===== config.mk =====
export PLATFORM = sky130hd
export DESIGN_NAME = pc_branch_ctrl_flat
export DESIGN_NICKNAME = d
export VERILOG_FILES = /design/src/rtl/pc_branch_ctrl_if.sv /design/src/rtl/pc_branch_ctrl.sv /design/src/flat_wrapper.sv
export SDC_FILE = /design/constraint.sdc
export NUM_CORES = 1
export LEC_CHECK = 0
export CORE_UTILIZATION = 49
export CTS_CLUSTER_DIAMETER = 150
export DETAILED_ROUTE_END_ITERATION = 8
export PLACE_DENSITY = 0.85
export SYNTH_ARGS = -nofsm -noshare
export SYNTH_HDL_FRONTEND = slang
export SYNTH_SLANG_ARGS = --single-unit

===== constraint.sdc =====
create_clock -name clock -period 4.83 [get_ports clock]
set_input_delay 0.966 -clock clock [delete_from_list [all_inputs] [get_ports clock]]
set_output_delay 0.966 -clock clock [all_outputs]
set_load 0.05 [all_outputs]

===== src/rtl/pc_branch_ctrl_if.sv =====
// pc_branch_ctrl_if: the branch/stall inputs and the PC/issue outputs of
// pc_branch_ctrl, bundled into one interface.
// The optional taken_count signal exists only when PC_BRANCH_COUNT_EN is
// defined.
interface pc_branch_ctrl_if;
  localparam int unsigned PC_W  = 32;
  localparam int unsigned CNT_W = 16;

  logic [PC_W-1:0]  entrada_mux;
  logic             branch;
  logic             zero;
  logic             stall;
  logic [PC_W-1:0]  estado_pc;
  logic             instr_valid;
  logic             flush;
`ifdef PC_BRANCH_COUNT_EN
  logic [CNT_W-1:0] taken_count;
`endif

  // Pipeline side: drives the branch/stall inputs and observes the PC outputs.
  modport master (
    output entrada_mux, branch, zero, stall,
`ifdef PC_BRANCH_COUNT_EN
    input  taken_count,
`endif
    input  estado_pc, instr_valid, flush
  );

  // Controller side.
  modport slave (
    input  entrada_mux, branch, zero, stall,
`ifdef PC_BRANCH_COUNT_EN
    output taken_count,
`endif
    output estado_pc, instr_valid, flush
  );
endinterface


===== src/rtl/pc_branch_ctrl.sv =====
// pc_branch_ctrl: keeps the word-indexed PC and handles branch redirects and
// hazard stalls using a RUN / FLUSH / STALL state machine.
//
// A taken branch is (branch & zero). It is ignored while in FLUSH, because
// that cycle's instruction is on the wrong path. A taken branch wins over
// stall.
//
// Define PC_BRANCH_COUNT_EN to add taken_count, a 16-bit saturating count
// of accepted redirects.
module pc_branch_ctrl #(
  parameter logic [31:0] RESET_PC = 32'h0000_0000
) (
  input  logic           clock,
  input  logic           reset,
  pc_branch_ctrl_if.slave bus
);
  localparam int unsigned PC_W  = 32;
`ifdef PC_BRANCH_COUNT_EN
  localparam int unsigned CNT_W = 16;
`endif

  typedef enum logic [1:0] {
    ST_RUN   = 2'd0,
    ST_FLUSH = 2'd1,
    ST_STALL = 2'd2
  } state_t;

  state_t            state_q, state_d;
  logic [PC_W-1:0]   pc_q, pc_d;
  logic              iv_q, iv_d;
  logic              fl_q, fl_d;
  logic              taken_c;

  // A branch counts only outside FLUSH; the FLUSH-cycle instruction is squashed.
  assign taken_c = bus.branch & bus.zero & (state_q != ST_FLUSH);

  // Next-state logic: redirect, hold, or step the PC forward.
  always_comb begin
    state_d = state_q;
    pc_d    = pc_q;
    iv_d    = 1'b0;
    fl_d    = 1'b0;
    case (state_q)
      ST_RUN, ST_STALL: begin
        if (taken_c) begin
          pc_d    = bus.entrada_mux;
          iv_d    = 1'b1;
          fl_d    = 1'b1;
          state_d = ST_FLUSH;
        end else if (bus.stall) begin
          state_d = ST_STALL;
        end else begin
          pc_d    = pc_q + PC_W'(1);
          iv_d    = 1'b1;
          state_d = ST_RUN;
        end
      end
      ST_FLUSH: begin
        if (bus.stall) begin
          state_d = ST_STALL;
        end else begin
          pc_d    = pc_q + PC_W'(1);
          iv_d    = 1'b1;
          state_d = ST_RUN;
        end
      end
      default: state_d = ST_RUN;
    endcase
  end

  // State and output registers; reset wins over every other input.
  always_ff @(posedge clock) begin
    if (reset) begin
      state_q <= ST_RUN;
      pc_q    <= RESET_PC;
      iv_q    <= 1'b0;
      fl_q    <= 1'b0;
    end else begin
      state_q <= state_d;
      pc_q    <= pc_d;
      iv_q    <= iv_d;
      fl_q    <= fl_d;
    end
  end

  assign bus.estado_pc   = pc_q;
  assign bus.instr_valid = iv_q;
  assign bus.flush       = fl_q;

`ifdef PC_BRANCH_COUNT_EN
  logic [CNT_W-1:0] cnt_q, cnt_d;

  // Count accepted redirects, holding at all-ones once the count is full.
  always_comb begin
    cnt_d = cnt_q;
    if (taken_c && (cnt_q != {CNT_W{1'b1}})) begin
      cnt_d = cnt_q + CNT_W'(1);
    end
  end

  // Redirect counter register.
  always_ff @(posedge clock) begin
    if (reset) begin
      cnt_q <= '0;
    end else begin
      cnt_q <= cnt_d;
    end
  end

  assign bus.taken_count = cnt_q;
`endif

endmodule


===== src/flat_wrapper.sv =====
// flat-port wrapper written by rule: the top's interface ports become plain ports
module pc_branch_ctrl_flat 
#(
  parameter logic [31:0] RESET_PC = 32'h0000_0000
)
  (clock, reset, bus_entrada_mux, bus_branch, bus_zero, bus_stall, bus_estado_pc, bus_instr_valid, bus_flush);
  pc_branch_ctrl_if bus_i ();
  input  logic clock;
  input  logic reset;
  input wire logic [$bits(bus_i.entrada_mux)-1:0] bus_entrada_mux;
  input wire logic [$bits(bus_i.branch)-1:0] bus_branch;
  input wire logic [$bits(bus_i.zero)-1:0] bus_zero;
  input wire logic [$bits(bus_i.stall)-1:0] bus_stall;
  output wire logic [$bits(bus_i.estado_pc)-1:0] bus_estado_pc;
  output wire logic [$bits(bus_i.instr_valid)-1:0] bus_instr_valid;
  output wire logic [$bits(bus_i.flush)-1:0] bus_flush;
  assign bus_i.entrada_mux = bus_entrada_mux;
  assign bus_i.branch = bus_branch;
  assign bus_i.zero = bus_zero;
  assign bus_i.stall = bus_stall;
  assign bus_estado_pc = bus_i.estado_pc;
  assign bus_instr_valid = bus_i.instr_valid;
  assign bus_flush = bus_i.flush;
  pc_branch_ctrl #(.RESET_PC(RESET_PC)) u_core (.clock(clock), .reset(reset), .bus(bus_i));
endmodule

==> flow_summary.yaml <==
placed_design:
  placed_cells: 362
  dpl.hpwl_um: 4420
  gp_congestion: 0.875
  place_area_mm2: 0.00285
  io_buffers: 70
  post-place-ws_ns: 1.57
floorplanning:
  fp-row-count: 23
  ios: 71
  die_area_mm2: 0.00464
  start_util_pct: 52.4
  die_h_um: 68.1
  die_w_um: 68.1
  core-area_mm2: 0.00409
run:
  drv.max_cap_violation_count: 0
global_route:
  antenna_found_initial: 0
  grt_pass1_wl_um: 10500
  grtUsageTotal_pct: 30.8
  overflow: 0
  grt_max_degree: 40
  grt_pass1_vias: 2189
worst_setup_path:
  critPathLaunchType: "primary input"
  r2r-end: "u_core.bus.estado_pc[19]$_SDFFE_PP0P_"
  worstPathRequired_ns: 5.02
  r2r_setup_slack_ns: 2.62
  crit_fanout: 21
  r2r-start: "u_core.bus.estado_pc[11]$_SDFFE_PP0P_"
  r2r_cells: 5
  critPathKind: "in2reg"
  crit_arrival_ns: 3.17
  worst_setup_path_end_kind: "register"
synthesis:
  synth-compound-area-share_pct: 29.3
  synthAdderAreaFrac_pct: 0.584
  synth_xor_area_share_pct: 1.23
  syn_area_mm2: 0.00214
  ys_seq_elements: 36
  syn_area_per_cell_um2: 8.30
  ys.flop_type: "dfxtp_1"
  synth-simple-area-share_pct: 30.3
  synth_edf_count: 0
  async_flop_share_pct: 0
  muxShareOfSynthArea_pct: 0.935
  synth_top_family_by_area: "simple AND/OR/NAND/NOR gates"
  ys_types: 54
  syn_nets: 296
  yosysSeqAreaShare_pct: 33.7
  ys.warnings.count: 0
  syn_inst: 258
clocking:
  cts_root_buf: "clkbuf_8"
  post-cts-setup-buffers: 0
  cts.sinks: 36
  cts_tree: "yes"
  cts.path.max_buffers: 2
  worstSkewPairLatency_ns: 0.31
  clkSlewWorstSetupHoldPaths_ns: 0.08
  cts_hold_buf: 0
  h-tree-depth: 2
  cts_buffers: 5
  cts_resized: 0
timing:
  hold_ws_ns: 0.531
  fin_skew_ns: 0.00910
  worstMarginPinSlew_ns: 1.09
  max_freq_mhz: 337
  fin_crit_ns: 2.97
  rsz0062_at_grt: "no"
  hold_violations: 0
  min_period_over_period_pct: 61.5
  drv_slew: 0
  finalSetupTns_ns: 0
  finalSetupViolations: 0
  slew_headroom_pct: 26.9
  fin_ws_ns: 1.86
layout:
  final_common_cell: "clkdlybuf4s50_1"
  diodes: 0
  final_area_mm2: 0.00295
  mostFrequentLayoutCells: "clkdlybuf4s50_1, dfxtp_1, nor2_1"
  drive_gt1_share_pct: 7.50
  finalNonFillerCells: 370
  nNetsFinal: 357
  syn_to_final_growth_pct: 38.0
drt:
  dr.pass1.iters: 5
  final_antenna_net_count: 0
  wl_um: 6790
  post-route-drc-count: 0
  wl_per_cell_um: 18.3
  viasPerCell: 6.57
  vias: 2431
  initialDrtViolationCount: 301
worst_hold_path:
  hold_end: "u_core.bus.estado_pc[26]$_SDFFE_PP0P_"
  hold_path.startpoint: "u_core.bus.estado_pc[26]$_SDFFE_PP0P_"
  hp-class: "reg2reg"
  min_path_cells: 1
power_and_ir_drop:
  power_density_mw_per_mm2: 282
  vdd_ir_drop_max_v: 0.000188
  p_leak_nw: 1.05
outcome:
  status: "complete, no violations"
## stage by stage
| stage | power (mW) | util, % |
|---|---|---|
| floorplan | 0.479 | - |
| global placement | 0.562 | 69.7 |
| detailed placement | 0.565 | 69.7 |
| CTS | 0.831 | 72.3 |
| global route | 0.862 | 72.3 |
| finish | 0.834 | 72.3 |
## state kept, by name (all words and copies together), names as in the netlist
register	cells
u_core.bus.estado_pc	32
u_core.bus.instr_valid	1
u_core.state_q	2
u_core.bus.flush	1
## synthesized netlist by cell type (2+ instances only)
| library cell | count | area share (%) |
|---|---|---|
| and2_1 | 5 | 1.5 |
| a311oi_1 | 12 | 4.9 |
| nand2b_1 | 4 | 1.2 |
| a211oi_1 | 11 | 3.9 |
| a21o_1 | 2 | 0.70 |
| o221a_2 | 2 | 1.1 |
| a221oi_1 | 2 | 0.82 |
| a311o_1 | 2 | 0.94 |
| nand3b_1 | 2 | 0.70 |
| dfxtp_1 | 36 | 34 |
| nand2_1 | 20 | 3.5 |
| o31a_1 | 2 | 0.82 |
| o221ai_1 | 5 | 2.0 |
| a22o_1 | 2 | 0.82 |
| nand4_1 | 9 | 2.6 |
| a21oi_1 | 9 | 2.1 |
| o21a_1 | 2 | 0.70 |
| nor2_2 | 2 | 0.58 |
| xor2_1 | 2 | 0.82 |
| nor3_1 | 7 | 1.6 |
| nor2_1 | 21 | 3.7 |
| nor4_1 | 5 | 1.5 |
| nand4_2 | 2 | 1.2 |
| clkbuf_1 | 14 | 2.5 |
| o32ai_1 | 4 | 1.6 |
| nand3_1 | 6 | 1.4 |
| a31oi_1 | 3 | 0.88 |
| and3_1 | 12 | 3.5 |
| nor4_2 | 2 | 1.2 |
| or3_1 | 2 | 0.58 |
| and4_1 | 3 | 1.2 |
| o22ai_1 | 5 | 1.5 |
| mux2i_1 | 2 | 0.94 |
| inv_1 | 5 | 0.88 |
| o211a_1 | 2 | 0.94 |
| buf_1 | 2 | 0.35 |
| o21ai_0 | 13 | 3.0 |
## worst max-delay path, stage by stage
cell             delay, ns
clkdlybuf4s50_1       1.06
inv_1                 0.51
and3_1                0.32
a221o_1               0.30
## cell type report
class,instances,area [um2]
multi-input cells,200,1340
fillers,344,1130
flip-flops and latches,36,721
repair buffers,71,708
clock buffers,6,72.6
well taps,50,62.6
clock inverters,2,35.0
inverters,5,18.8
## per-layer routing
metal / part of all wire (%) / vias to the layer above / GRT usage, %
met5: 0 / - / 0
met3: 8.8 / 12 / 6.17
met2: 47 / 140 / 47.9
met1: 43 / 1135 / 40.6
met4: 1.8 / 0 / 13.8
li1: - / 1144 / -
## kinds of logic after synthesis
logic type	count (synthesis)
AND/OR/NAND/NOR	110
AO/OA/AOI/OAI	84
multiplexers	2
XOR/XNOR	3
buffers and inverters	22
adder cells (fa/ha/maj)	1
flip-flops	36
## power breakdown
part           total [mW]  switching, mW  internal, mW  leakage, nW
Clock               0.272          0.119         0.153       0.0552
Sequential          0.348         0.0304         0.317        0.297
Combinational       0.214          0.125        0.0891        0.698
## worst max path at each step
stage | startpoint | to | slack, ns | cells after the start
6_report | reset | u_core.bus.estado_pc[31]$_SDFFE_PP0P_ | 1.86 | 4
2_1_floorplan | bus_stall | u_core.bus.estado_pc[31]$_SDFFE_PP0P_ | 2.38 | 6
5_1_grt | reset | u_core.bus.estado_pc[31]$_SDFFE_PP0P_ | 1.74 | 4
3_3_place_gp | reset | u_core.bus.estado_pc[31]$_SDFFE_PP0P_ | 1.61 | 4
4_1_cts | reset | u_core.bus.estado_pc[31]$_SDFFE_PP0P_ | 1.89 | 4
3_5_place_dp | reset | u_core.bus.estado_pc[31]$_SDFFE_PP0P_ | 1.57 | 4
Note: power is estimated with default switching activity, not from simulation.
